**src/rtl/pipe_ctrl_pkg.sv**
```systemverilog
// pipe_ctrl_pkg: shared constants, state encoding and hold-vector helpers
// for the pipeline sequencer.
//   RstEnable            active level of the synchronous reset
//   BblEnable/BblDisable hold / update encoding of one bbl bit
//   InstAddrBus          instruction address width
//   Stg*                 bit index of each pipeline register in bbl
//   ctrl_state_t         sequencer state encoding
package pipe_ctrl_pkg;

    localparam logic RstEnable  = 1'b1;
    localparam logic BblEnable  = 1'b1;
    localparam logic BblDisable = 1'b0;

    localparam int InstAddrBus = 32;
    localparam logic [InstAddrBus-1:0] ZeroWord = '0;

    localparam int StgPc    = 0;
    localparam int StgIfId  = 1;
    localparam int StgIdEx  = 2;
    localparam int StgExMem = 3;
    localparam int StgMemWb = 4;
    localparam int StgCount = StgMemWb + 1;

    typedef enum logic [1:0] {
        CtrlRun     = 2'd0,
        CtrlDivWait = 2'd1,
        CtrlMemWait = 2'd2
    } ctrl_state_t;

    // Holds every stage from the PC up to and including stg, so the vector
    // is always contiguous from bit 0 and the first unheld stage bubbles.
    function automatic logic [StgCount-1:0] hold_upto(input int stg);
        logic [StgCount-1:0] v;
        for (int i = 0; i < StgCount; i++) begin
            v[i] = (i <= stg) ? BblEnable : BblDisable;
        end
        return v;
    endfunction

    localparam logic [StgCount-1:0] BblNone    = '0;
    localparam logic [StgCount-1:0] BblLoadUse = hold_upto(StgIfId);
    localparam logic [StgCount-1:0] BblDiv     = hold_upto(StgIdEx);
    localparam logic [StgCount-1:0] BblMem     = hold_upto(StgExMem);

endpackage

```
**src/rtl/pipe_ctrl_sat_counter.sv**
```systemverilog
// sat_counter: up-counter that sticks at all-ones instead of wrapping.
//   clk    clock
//   rst    synchronous reset, active level RstEnable
//   clr    synchronous clear (lower priority than rst)
//   en     count enable
//   count  current value
module sat_counter
    import pipe_ctrl_pkg::*;
#(
    parameter int W = 8
) (
    input  logic         clk,
    input  logic         rst,
    input  logic         clr,
    input  logic         en,
    output logic [W-1:0] count
);

    always_ff @(posedge clk) begin
        if (rst == RstEnable) begin
            count <= '0;
        end else if (clr) begin
            count <= '0;
        end else if (en && (count != {W{1'b1}})) begin
            count <= count + W'(1);
        end
    end

endmodule

```
**src/rtl/pipe_ctrl.sv**
```systemverilog
// pipe_ctrl: pipeline sequencer for the five-stage core.
//
//   state        | meaning
//   -------------+---------------------------------------------------------
//   CtrlRun      | no multi-cycle stall; load-use holds are combinational
//   CtrlDivWait  | divide in flight, PC..id_ex held, watchdog counting
//   CtrlMemWait  | data access outstanding, PC..ex_mem held until ack
//
// Ports:
//   clk, rst                 clock, synchronous active-high reset
//   stallreq_id_i            load-use hazard from ID
//   div_start_i/div_done_i   divide issue / result-valid pulse
//   mem_req_i/mem_ack_i      data access outstanding / completing
//   branch_flag_i/_target_i  taken branch resolved in ID
//   bbl_o                    per-stage hold vector (bit0 PC .. bit4 mem_wb)
//   branch_flag_o/_target_o  redirect to the PC, replayed if it hit a hold
//   div_timeout_o            sticky divide watchdog error
//   stall_cnt_o              saturating count of cycles with the PC held
module pipe_ctrl
    import pipe_ctrl_pkg::*;
#(
    parameter int DIV_MAX = 64,
    parameter int CNT_W   = 32
) (
    input  logic                   clk,
    input  logic                   rst,
    input  logic                   stallreq_id_i,
    input  logic                   div_start_i,
    input  logic                   div_done_i,
    input  logic                   mem_req_i,
    input  logic                   mem_ack_i,
    input  logic                   branch_flag_i,
    input  logic [InstAddrBus-1:0] branch_target_i,
    output logic [StgCount-1:0]    bbl_o,
    output logic                   branch_flag_o,
    output logic [InstAddrBus-1:0] branch_target_o,
    output logic                   div_timeout_o,
    output logic [CNT_W-1:0]       stall_cnt_o
);

    localparam int DIV_W = $clog2(DIV_MAX + 1);
    localparam logic [DIV_W-1:0] DIV_LAST = DIV_W'(DIV_MAX - 1);

    ctrl_state_t state, state_nxt;

    logic                   in_rst;
    logic                   pend_div, pend_div_nxt;
    logic                   mem_stall, mem_hold, div_hold;
    logic                   timeout_hit;
    logic                   div_clr, div_en;
    logic [DIV_W-1:0]       div_cnt;
    logic                   held;
    logic                   pend_valid;
    logic [InstAddrBus-1:0] pend_target;

    assign in_rst = (rst == RstEnable);

    always_ff @(posedge clk) begin
        if (in_rst) begin
            state    <= CtrlRun;
            pend_div <= 1'b0;
        end else begin
            state    <= state_nxt;
            pend_div <= pend_div_nxt;
        end
    end

    always_comb begin
        state_nxt    = state;
        pend_div_nxt = 1'b0;
        div_clr      = 1'b0;
        bbl_o        = BblNone;

        mem_stall = mem_req_i && !mem_ack_i;
        // Once in MEM_WAIT only the ack releases the hold.
        mem_hold  = mem_stall || ((state == CtrlMemWait) && !mem_ack_i);
        // A divide parked behind a memory stall resumes holding on the ack
        // cycle, so the lower-priority vector appears there.
        div_hold  = !div_done_i &&
                    ((state == CtrlDivWait) || ((state == CtrlMemWait) && pend_div));
        // div_cnt is the number of DIV_WAIT cycles already completed; >=
        // also catches a count that reached the limit during a mem stall.
        timeout_hit = (state == CtrlDivWait) && !div_done_i && !mem_stall &&
                      (div_cnt >= DIV_LAST);

        case (state)
            CtrlRun: begin
                if (mem_stall) begin
                    state_nxt = CtrlMemWait;
                end else if (div_start_i) begin
                    state_nxt = CtrlDivWait;
                    div_clr   = 1'b1;
                end
            end
            CtrlDivWait: begin
                if (mem_stall) begin
                    state_nxt    = CtrlMemWait;
                    pend_div_nxt = !div_done_i;
                end else if (div_done_i || timeout_hit) begin
                    state_nxt = CtrlRun;
                end
            end
            CtrlMemWait: begin
                if (mem_ack_i) begin
                    state_nxt = (pend_div && !div_done_i) ? CtrlDivWait : CtrlRun;
                end else begin
                    pend_div_nxt = pend_div && !div_done_i;
                end
            end
            default: begin
                state_nxt = CtrlRun;
            end
        endcase

        if (in_rst) begin
            bbl_o = BblNone;
        end else if (mem_hold) begin
            bbl_o = BblMem;
        end else if (div_hold) begin
            bbl_o = BblDiv;
        end else if (stallreq_id_i) begin
            bbl_o = BblLoadUse;
        end
    end

    assign div_en = (state == CtrlDivWait);
    assign held   = (bbl_o[StgPc] == BblEnable);

    sat_counter #(.W(DIV_W)) u_div_cnt (
        .clk   (clk),
        .rst   (rst),
        .clr   (div_clr),
        .en    (div_en),
        .count (div_cnt)
    );

    sat_counter #(.W(CNT_W)) u_stall_cnt (
        .clk   (clk),
        .rst   (rst),
        .clr   (1'b0),
        .en    (held),
        .count (stall_cnt_o)
    );

    always_ff @(posedge clk) begin
        if (in_rst) begin
            div_timeout_o <= 1'b0;
        end else if (timeout_hit) begin
            div_timeout_o <= 1'b1;
        end
    end

    // A branch resolved while the PC is frozen would be lost; keep the
    // newest one and replay it on the first cycle the PC can load.
    always_ff @(posedge clk) begin
        if (in_rst) begin
            pend_valid  <= 1'b0;
            pend_target <= ZeroWord;
        end else if (held) begin
            if (branch_flag_i) begin
                pend_valid  <= 1'b1;
                pend_target <= branch_target_i;
            end
        end else begin
            pend_valid <= 1'b0;
        end
    end

    always_comb begin
        branch_flag_o   = 1'b0;
        branch_target_o = branch_target_i;
        if (in_rst) begin
            branch_target_o = ZeroWord;
        end else if (!held) begin
            if (branch_flag_i) begin
                branch_flag_o = 1'b1;
            end else if (pend_valid) begin
                branch_flag_o   = 1'b1;
                branch_target_o = pend_target;
            end
        end
    end

endmodule

```
**config.mk**
```make
export PLATFORM = sky130hd
export DESIGN_NAME = pipe_ctrl
export DESIGN_NICKNAME = d
export VERILOG_FILES = /design/src/rtl/pipe_ctrl_pkg.sv /design/src/rtl/pipe_ctrl_sat_counter.sv /design/src/rtl/pipe_ctrl.sv
export SDC_FILE = /design/constraint.sdc
export NUM_CORES = 1
export LEC_CHECK = 0
export CORE_UTILIZATION = 49
export DETAILED_ROUTE_END_ITERATION = 12
export GPL_ROUTABILITY_DRIVEN = 0
export PLACE_DENSITY_LB_ADDON = 0.1
export SYNTH_ARGS = -nofsm -noshare
export SYNTH_HDL_FRONTEND = slang
export SYNTH_SLANG_ARGS = --single-unit
```
**constraint.sdc**
```tcl
create_clock -name clk -period 2.3 [get_ports clk]
set_clock_uncertainty 0.15 [all_clocks]
set_input_delay 0.345 -clock clk [delete_from_list [all_inputs] [get_ports clk]]
set_output_delay 0.345 -clock clk [all_outputs]
set_load 0.01 [all_outputs]
```
Word-level counts from Yosys, hierarchy flattened
Index checks and enable logic that the tools add are counted.

Bits in registers: 76. Bits of input ports: 40. Output and inout port bits: 71. Logic and storage cells: 64.

Add/sub/neg operators: 2. Order comparisons: 1. Equality and inequality tests: 7. Mux-type cells: 25. Bitwise logic cells: 1. Reductions and logical operators: 21.

Operators with widths (count): $mux 32 (4); $add 32x1->32 const B (1); $ne 32x32->1 const B (1); $mux 2 (6); $logic_and 1x1->1 (10); $mux 1 (10); $mux 4 (2); $add 7x1->7 const B (1); $ge 7x6->1 const B (1); $ne 7x7->1 const B (1); $ne 3x3->1 const B (2); $pmux 2 s3 (1); $reduce_or 2->1 (2); $logic_not 1->1 (3); $logic_or 1x1->1 (3); $mux 3 (1); $reduce_and 3->1 (1); $eq 2x1->1 const B (1); $eq 2x2->1 const B (1); $logic_not 2->1 (1); $ne 2x2->1 const B (1); $pmux 1 s2 (1); $reduce_and 2->1 (1); $not 1->1 (1).

Depth between registers and ports, before layout
Gate-level depths: netlist of run 1.

Word-level depth: 9. Gate-level depth with buffers: 9.

Modules after synthesis
From an unflattened synthesis of run 1, not the netlist that was laid out.

Cell total of the unflattened synthesis: 491. Area, all modules: 4302.9 um^2.

By module, submodules not included: pipe_ctrl (times used 1, cells an instance 257, area each 2341.0 um^2); sat_counter at u_stall_cnt (times used 1, cells an instance 198, area each 1620.3 um^2); sat_counter at u_div_cnt (times used 1, cells an instance 36, area each 341.6 um^2).

Least setup slack after synthesis of run 1
OpenSTA, ideal clock, no wires.

Kind: reg-to-output. Start: reg state[1]. End: out branch_target_o[10]. Arrival time: 1824 ps. Data required time: 1805 ps. Path slack: -19 ps. Cell stages (with the launch flop): 10. Path buffers: 2. Cell sequence: dfxtp_1 -> inv_1 -> ha_1 -> nand2b_1 -> nand3b_2 -> o21ai_2 -> buf_2 -> buf_2 -> nand3_1 -> a21oi_1.

Longest elaborated chain between the ends: 9. Elaborated cells on any way between the ends: 12. Those cells by class: eq/ne: 2; mux: 5; reduce/logical: 5.

RTL lines: start: declaration (RTL line pipe_ctrl.sv:44) `ctrl_state_t state, state_nxt;`; start signal: assignment (RTL line pipe_ctrl.sv:60) `state <= CtrlRun;`; start signal: assignment (RTL line pipe_ctrl.sv:63) `state <= state_nxt;`; $eq 2x2->1 (RTL line pipe_ctrl.sv:76, pipe_ctrl.sv:80); $logic_and 1x1->1 (RTL line pipe_ctrl.sv:80) `((state == CtrlDivWait) || ((state == CtrlMemWait) && pend_div));`; $logic_or 1x1->1 (RTL line pipe_ctrl.sv:80); $logic_and 1x1->1 (RTL line pipe_ctrl.sv:79) `div_hold = !div_done_i &&`; $mux 3 (RTL line pipe_ctrl.sv:119) `end else if (div_hold) begin`; $mux 4 (*) (RTL line pipe_ctrl.sv:117) `end else if (mem_hold) begin`; $mux 4 (*) (RTL line pipe_ctrl.sv:115) `if (in_rst) begin`; $mux 32 (*) (RTL line pipe_ctrl.sv:174) `end else if (!held) begin`; $mux 32 (*) (RTL line pipe_ctrl.sv:172) `if (in_rst) begin`; end: declaration (RTL line pipe_ctrl.sv:36) `output logic [InstAddrBus-1:0] branch_target_o,`.

Mark *: on every way between the ends. The rest lies on a longest branch, timed or not.

Worst setup path after layout of run 1
Start: reg state[1]. End: out branch_target_o[19].

Same word-level chain as after synthesis.

==> results by group, run 1 <==
Run status
  – Outcome: finished with violations
  – Failing checks: negative setup slack

Timing
  – Period utilisation layout: 110.0%
  – Setup violations, final: 35
  – Rel. slew slack: 63.52%
  – Final Hold Fails: 0
  – Max-slew violations: 0
  – Transition time of the tightest slew-check pin: 0.5449 ns
  – Tmin final: 2.530 ns
  – F_max: 395.2 MHz
  – Setup tns final: -6.019 ns
  – Unrepaired setup endpoints after global routing: true
  – Setup slack after layout: -0.2301 ns

Drt
  – Routed wl met3: 849 um
  – WL/cell: 16.73 um
  – Detailed-route via count: 4746
  – Routed wl met2: 6569 um
  – Pre-antenna DRT Iters: 5
  – M1 WL: 5171 um
  – DRT Wirelength: 12900 um
  – Final routed DRC violation total: 0
  – Highest metal used: met4
  – Number of vias per cell: 6.156
  – Detailed Route Iter0 Violations: 319
  – ANT nets after route: 0

Clock tree
  – Cts bufs inserted: 9
  – Clock sinks: 76
  – Clock-pin slew on the worst setup and hold paths: 0.08 ns
  – Hold_buf cts: 0
  – CTS tree: yes
  – H-tree levels: 3
  – Bufs on Longest Clock Path: 2
  – Root Driver: clkbuf_8
  – Clock Latency Late Sink: 0.36 ns

Synth
  – Mapped Cells: 540
  – Post-Syn Area: 0.004074 sq mm
  – Synth Net Count: 586
  – EDFF count, synth: 0
  – Post-synth top area share: 37.35%
  – Ys async rst share: 0%
  – Syn Area/Cell: 7.544 sq um
  – Register area share after synthesis: 37.35%
  – Warning count from the yosys run: 0
  – Synth Flop Type: dfxtp_1
  – Area contributors post-synth: dfxtp_1, o21ai_0, nand2_1, a21oi_1, nand3_1
  – Distinct cells, synth: 48
  – Synth area leader: dfxtp_1
  – #FFs+latches synth: 76

Placed design
  – Post-DP Area: 0.005448 sq mm
  – Inst Count DP: 743
  – Pre-CTS setup slack: -0.6836 ns
  – Port bufs: 109
  – DP HPWL: 7847 um

Worst setup path
  – Critical setup path kind: reg -> out
  – Crit-path cells: buf_6, ha_4, o21a_4, o21ai_4, inv_2, buf_12, o21ai_1, a21oi_2, buf_2
  – CP required: 1.80 ns
  – Critical path arrival: 2.04 ns
  – Crit-path leading delay family: compound AO/OA/AOI/OAI gates
  – Max incr delay on CP: 0.34 ns
  – Slowest stage cell, crit path: dfxtp_2
  – Crit. End Element: primary output
  – Buf/Inv on CP: 4
  – Type of origin of the critical path: flop
  – Crit Path Max Fanout: 21

Final layout
  – Most frequent cells in the layout: nand2_1, dfxtp_1, clkdlybuf4s50_1, a21oi_1, o21ai_0
  – Post-layout util: 75.46%
  – Final Cell Area: 0.005952 sq mm
  – Share of layout cells above drive strength 1: 26.16%
  – Diode count: 0
  – Fillers: 604
  – Final Net Count: 710
  – Commonest non-fill, non-tap cell in the layout: nand2_1
  – Layout area overhead: 46.10%
  – Final std cells w/o fill: 771

Die
  – Core box area: 0.007888 sq mm
  – DIE AREA: 0.008683 sq mm
  – Die height: 93.18 um
  – Initial core utilization: 51.65%
  – Boundary Pins: 111
  – Number of cell rows: 32
  – Die span in x: 93.18 um

Power
  – VDD IR max: 0.3693 mV
  – Leak Pwr: 0.002101 uW
  – Power Density: 527.6 mW/mm^2

GRT
  – Largest net degree at the start of global routing: 65
  – Initial antenna violation count: 0
  – GRT Total Usage: 29.80%
  – Vias in the first global route: 4476
  – First-pass GRT wire length: 20600 um
  – Gr ovfl total: 0

Worst hold path
  – Tightest Hold Check Type: in -> reg

Run
  – Max-cap violations: 0
==> worst paths after layout <==
kind                                              to  slack, ns                         start  cells after the start
hold reg to reg         pend_target[20]$_SDFFE_PP0P_       0.31  pend_target[20]$_SDFFE_PP0P_                      2
setup / recovery                 branch_target_o[19]      -0.23         state[1]$_SDFFE_PP0P_                      9
hold / removal                   pend_div$_SDFF_PP0_       0.23                     mem_ack_i                      2
setup reg to reg  u_stall_cnt.count[28]$_SDFFE_PP0P_       0.03           pend_div$_SDFF_PP0_                      9
==> sequential cells by signal, indices dropped and copies added, names as in the netlist <==
register	cells
pend_target	32
u_stall_cnt.count	32
pend_div	1
pend_valid	1
u_div_cnt.count	7
state	2
div_timeout_o	1
==> metrics by stage <==
stage          hold slack [ns]  total power (uW)
2_1_floorplan           0.2717              1716
3_3_place_gp            0.2935              1992
3_5_place_dp            0.3032              2012
4_1_cts                 0.2003              3093
5_1_grt                 0.2478              3272
6_report                0.2345              3140
==> Yosys cell counts, drive strengths merged, types with 2 or more instances <==
library cell / instances
and3: 4
xnor2: 4
o311ai: 12
nand3: 47
nand2: 81
a21oi: 52
and4: 3
o21a: 2
o211ai: 2
ha: 6
or4: 16
clkbuf: 30
a32oi: 2
or3: 5
dfxtp: 76
o21ai: 70
nor2: 24
mux2: 2
inv: 14
nor2b: 4
nand2b: 3
nor4: 4
o31ai: 16
or2: 7
mux2i: 2
buf: 14
nand4: 10
o41ai: 11
nor3: 6
==> repair_timing <==
action,CTS,global route
setup buffers,8,2
gates cloned,2,1
setup endpoints to repair,38,40
pin swaps,8,17
hold endpoints to repair,0,0
resized for setup,210,51
==> cell families after synthesis <==
group | Yosys count | share of synthesized area (%)
xor+xnor | 5 | 1.075
compound gates | 174 | 25.55
mux | 4 | 1.044
flops | 76 | 37.35
buf+inv | 58 | 6.081
fa+ha+maj | 6 | 1.843
simple gates | 216 | 26.97
other cells | 1 | 0.09205
==> where the power goes <==
group | total, uW | switching (uW) | internal, uW
sequential | 1420 | 45.1 | 1380
clock | 1040 | 509 | 528
combinational | 682 | 369 | 313
==> per-layer routing <==
layer,global-route usage (%),vias up
met4,14.74,0
met2,51.10,218
met5,0,-
met1,34.78,2265
met3,6.829,30
li1,-,2233
==> cell type report <==
class	instances	area [sq um]	share of cell area, %
Timing Repair Buffer	157	1405	23.61
Tap cell	102	127.6	2.144
Sequential cell	76	1526	25.65
Clock buffer	10	137.6	2.312
Clock inverter	6	63.81	1.072
Inverter	14	52.55	0.8829
Multi-Input combinational cell	406	2639	44.33
(Power assumes the default switching activity.)
==> inputs of run 2 (changes only) <==
--- a/config.mk
+++ b/config.mk
@@ -5,10 +5,10 @@
 export SDC_FILE = /design/constraint.sdc
 export NUM_CORES = 1
 export LEC_CHECK = 0
-export CORE_UTILIZATION = 49
+export CORE_UTILIZATION = 45
 export DETAILED_ROUTE_END_ITERATION = 12
 export GPL_ROUTABILITY_DRIVEN = 0
-export PLACE_DENSITY_LB_ADDON = 0.1
+export PLACE_DENSITY = 0.82
 export SYNTH_ARGS = -nofsm -noshare
 export SYNTH_HDL_FRONTEND = slang
 export SYNTH_SLANG_ARGS = --single-unit
==> results by group, run 2 (synthesis gave the netlist of run 1 again) <==
Power
  – Clock power frac: 28.4% (was 33.0%)
  – Internal power: 2119 uW (was 2217 uW)
  – NetSw: 913.8 uW (was 923.4 uW)
  – Tot Pwr: 3033 uW (was 3140 uW)
  – Switching Fraction: 30.13% (was 29.41%)
  – Leak Pwr: 0.002211 uW (was 0.002101 uW)
  – Power Density: 489.8 mW/mm^2 (was 527.6 mW/mm^2)
  – VDD IR max: 0.4428 mV (was 0.3693 mV)
  – Combinational Power Share: 24.8% (was 21.7%)
  – Seq pwr share: 46.8% (was 45.2%)

Clock tree
  – CTS tree: yes (unchanged)
  – Hold_buf cts: 0 (unchanged)
  – Clock sinks: 76 (unchanged)
  – H-tree levels: 3 (unchanged)
  – Clock Latency Late Sink: 0.35 ns (was 0.36 ns)
  – Root Driver: clkbuf_8 (unchanged)
  – Bufs on Longest Clock Path: 2 (unchanged)
  – Clock-pin slew on the worst setup and hold paths: 0.07 ns (was 0.08 ns)
  – Cts bufs inserted: 9 (unchanged)

Placed design
  – Port bufs: 109 (unchanged)
  – DP HPWL: 7957 um (was 7847 um)
  – Post-DP Area: 0.005523 sq mm (was 0.005448 sq mm)
  – Inst Count DP: 758 (was 743)

Timing
  – Unrepaired setup endpoints after global routing: true (unchanged)
  – F_max: 386.8 MHz (was 395.2 MHz)
  – Final Hold Fails: 0 (unchanged)
  – Period utilisation layout: 112.4% (was 110.0%)
  – Setup tns final: -7.631 ns (was -6.019 ns)
  – Tmin final: 2.585 ns (was 2.530 ns)
  – Setup violations, final: 39 (was 35)
  – Transition time of the tightest slew-check pin: 0.5094 ns (was 0.5449 ns)
  – Setup slack after layout: -0.2853 ns (was -0.2301 ns)
  – Rel. slew slack: 65.16% (was 63.52%)
  – Max-slew violations: 0 (unchanged)

GRT
  – Vias in the first global route: 4400 (was 4476)
  – Initial antenna violation count: 0 (unchanged)
  – Gr ovfl total: 0 (unchanged)
  – GRT Total Usage: 25.76% (was 29.80%)
  – Largest net degree at the start of global routing: 61 (was 65)
  – Met1 Resource Use GR: 31.00% (was 34.78%)
  – GR Util met2: 44.64% (was 51.10%)
  – GRT met3 Usage: 7.122% (was 6.829%)
  – First-pass GRT wire length: 20270 um (was 20600 um)
  – GRT busiest layer: met2 (unchanged)

Run
  – Max-cap violations: 0 (unchanged)

Worst hold path
  – Hold Crit Start: mem_ack_i (unchanged)
  – Tightest Hold Check Type: in -> reg (unchanged)
  – Hold Path Cell Cnt: 2 (unchanged)
  – Worst Hold End: pend_div$_SDFF_PP0_ (unchanged)

Final layout
  – Final std cells w/o fill: 793 (was 771)
  – Top Registers: pend_target x32, u_stall_cnt.count x32, u_div_cnt.count x7 (unchanged)
  – Final Net Count: 727 (was 710)
  – Share of layout cells above drive strength 1: 29.64% (was 26.16%)
  – Commonest non-fill, non-tap cell in the layout: nand2_1 (unchanged)
  – Layout area overhead: 52.03% (was 46.10%)
  – Diode count: 0 (unchanged)
  – Most frequent cells in the layout: nand2_1, dfxtp_1, clkdlybuf4s50_1, buf_4, o21ai_0 (was nand2_1, dfxtp_1, clkdlybuf4s50_1, a21oi_1, o21ai_0)
  – Final Cell Area: 0.006193 sq mm (was 0.005952 sq mm)

Drt
  – Final routed DRC violation total: 0 (unchanged)
  – WL/cell: 16.63 um (was 16.73 um)
  – DRT Wirelength: 13190 um (was 12900 um)
  – ANT nets after route: 0 (unchanged)
  – Number of vias per cell: 5.966 (was 6.156)
  – Detailed Route Iter0 Violations: 242 (was 319)
  – Pre-antenna DRT Iters: 5 (unchanged)
  – Detailed-route via count: 4731 (was 4746)

Die
  – Number of cell rows: 34 (was 32)
  – Initial core utilization: 46.49% (was 51.65%)
  – DIE AREA: 0.009437 sq mm (was 0.008683 sq mm)
  – Core box area: 0.008763 sq mm (was 0.007888 sq mm)
  – Boundary Pins: 111 (unchanged)
  – Die span in x: 97.15 um (was 93.18 um)
  – Die height: 97.15 um (was 93.18 um)

Worst setup path
  – Critical setup path kind: reg -> out (unchanged)
  – Crit-path leading delay family: buffers and inverters (was compound AO/OA/AOI/OAI gates)
  – Crit Path Max Fanout: 6 (was 21)
  – FF-to-FF Start: pend_div$_SDFF_PP0_ (unchanged)
  – Crit path launch: state[1]$_SDFFE_PP0P_ (unchanged)
  – CP required: 1.80 ns (about the same)
  – Reg-to-reg setup timing slack: -0.10 ns (was 0.03 ns)
  – Type of origin of the critical path: flop (unchanged)
  – Buf/Inv on CP: 5 (was 4)
  – Critical path arrival: 2.09 ns (was 2.04 ns)
  – Slowest stage cell, crit path: dfxtp_2 (unchanged)
  – Reg2reg path depth: 10 (was 9)
  – Crit. End Element: primary output (unchanged)
  – R2R Path End: u_stall_cnt.count[11]$_SDFFE_PP0P_ (was u_stall_cnt.count[28]$_SDFFE_PP0P_)
  – Max incr delay on CP: 0.35 ns (was 0.34 ns)
  – Crit-path cells: inv_2, ha_4, nand2b_4, nand3b_4, o21ai_4, buf_6, clkinv_8, clkbuf_16, o21ai_2, a21oi_1, buf_2 (was buf_6, ha_4, o21a_4, o21ai_4, inv_2, buf_12, o21ai_1, a21oi_2, buf_2)

Run status
  – Outcome: finished with violations (unchanged)
  – Failing checks: negative setup slack (unchanged)
## run 2: cell types whose count changed in the layout (fill, tap and decap cells not counted), moves of 3 or more
| cell | previous run | this run |
|---|---|---|
| buf_12 | 5 | 9 |
| nand3_1 | 36 | 30 |
| buf_8 | 1 | 4 |
| clkbuf_1 | 0 | 3 |
| o311ai_1 | 0 | 4 |
| o311ai_0 | 12 | 8 |
| buf_4 | 34 | 43 |
| o21ai_4 | 4 | 7 |
| nand3_2 | 6 | 13 |
| o21ai_1 | 12 | 6 |
## run 2: worst max path at each step
stage | cells after the start | endpoint
3_5_place_dp | 8 | branch_target_o[31]
5_1_grt | 11 | branch_target_o[13]
3_3_place_gp | 8 | branch_target_o[31]
2_1_floorplan | 9 | branch_target_o[10]
6_report | 11 | branch_target_o[14]
4_1_cts | 11 | branch_target_o[21]
## run 2: repair_timing
action	4_1_cts	5_1_grt
cloned	2	3
resized for setup	225	68
buffers inserted	15	2
pin swaps	16	28
endpoints found under the setup margin	38	49
## run 2: per-layer routing
| metal | up-vias | share of wire (%) |
|---|---|---|
| met3 | 19 | 6.0 |
| met5 | - | 0 |
| li1 | 2256 | - |
| met1 | 2280 | 43 |
| met4 | 0 | 1.2 |
| met2 | 176 | 50 |
## run 2: area by class of cell
cell class,count,area (sq um)
Clock buffer,12,135.1
Clock inverter,3,15.01
Fill cell,667,2570
Inverter,14,65.06
Multi-Input combinational cell,406,2703
Sequential cell,76,1526
Tap cell,108,135.1
Timing Repair Buffer,174,1614
## run 2: per-stage QoR
stage	hold WS [ns]	worst slack, ns	util, %
after CTS	0.2199	-0.2048	67.05
after floorplan	0.2717	0.01694	-
after global routing	0.2424	-0.3493	70.67
final	0.2380	-0.2853	70.67
after detailed placement	0.3038	-0.6603	63.02
after global placement	0.2932	-0.6618	63.02
## run 2: power groups by stage
stage / sequential, uW / clock (uW) / combinational, uW
finish: 1420 / 860 / 753
global route: 1420 / 936 / 803
CTS: 1410 / 860 / 663
detailed placement: 1440 / 0 / 582
global placement: 1430 / 0 / 568
floorplan: 1430 / 0 / 282
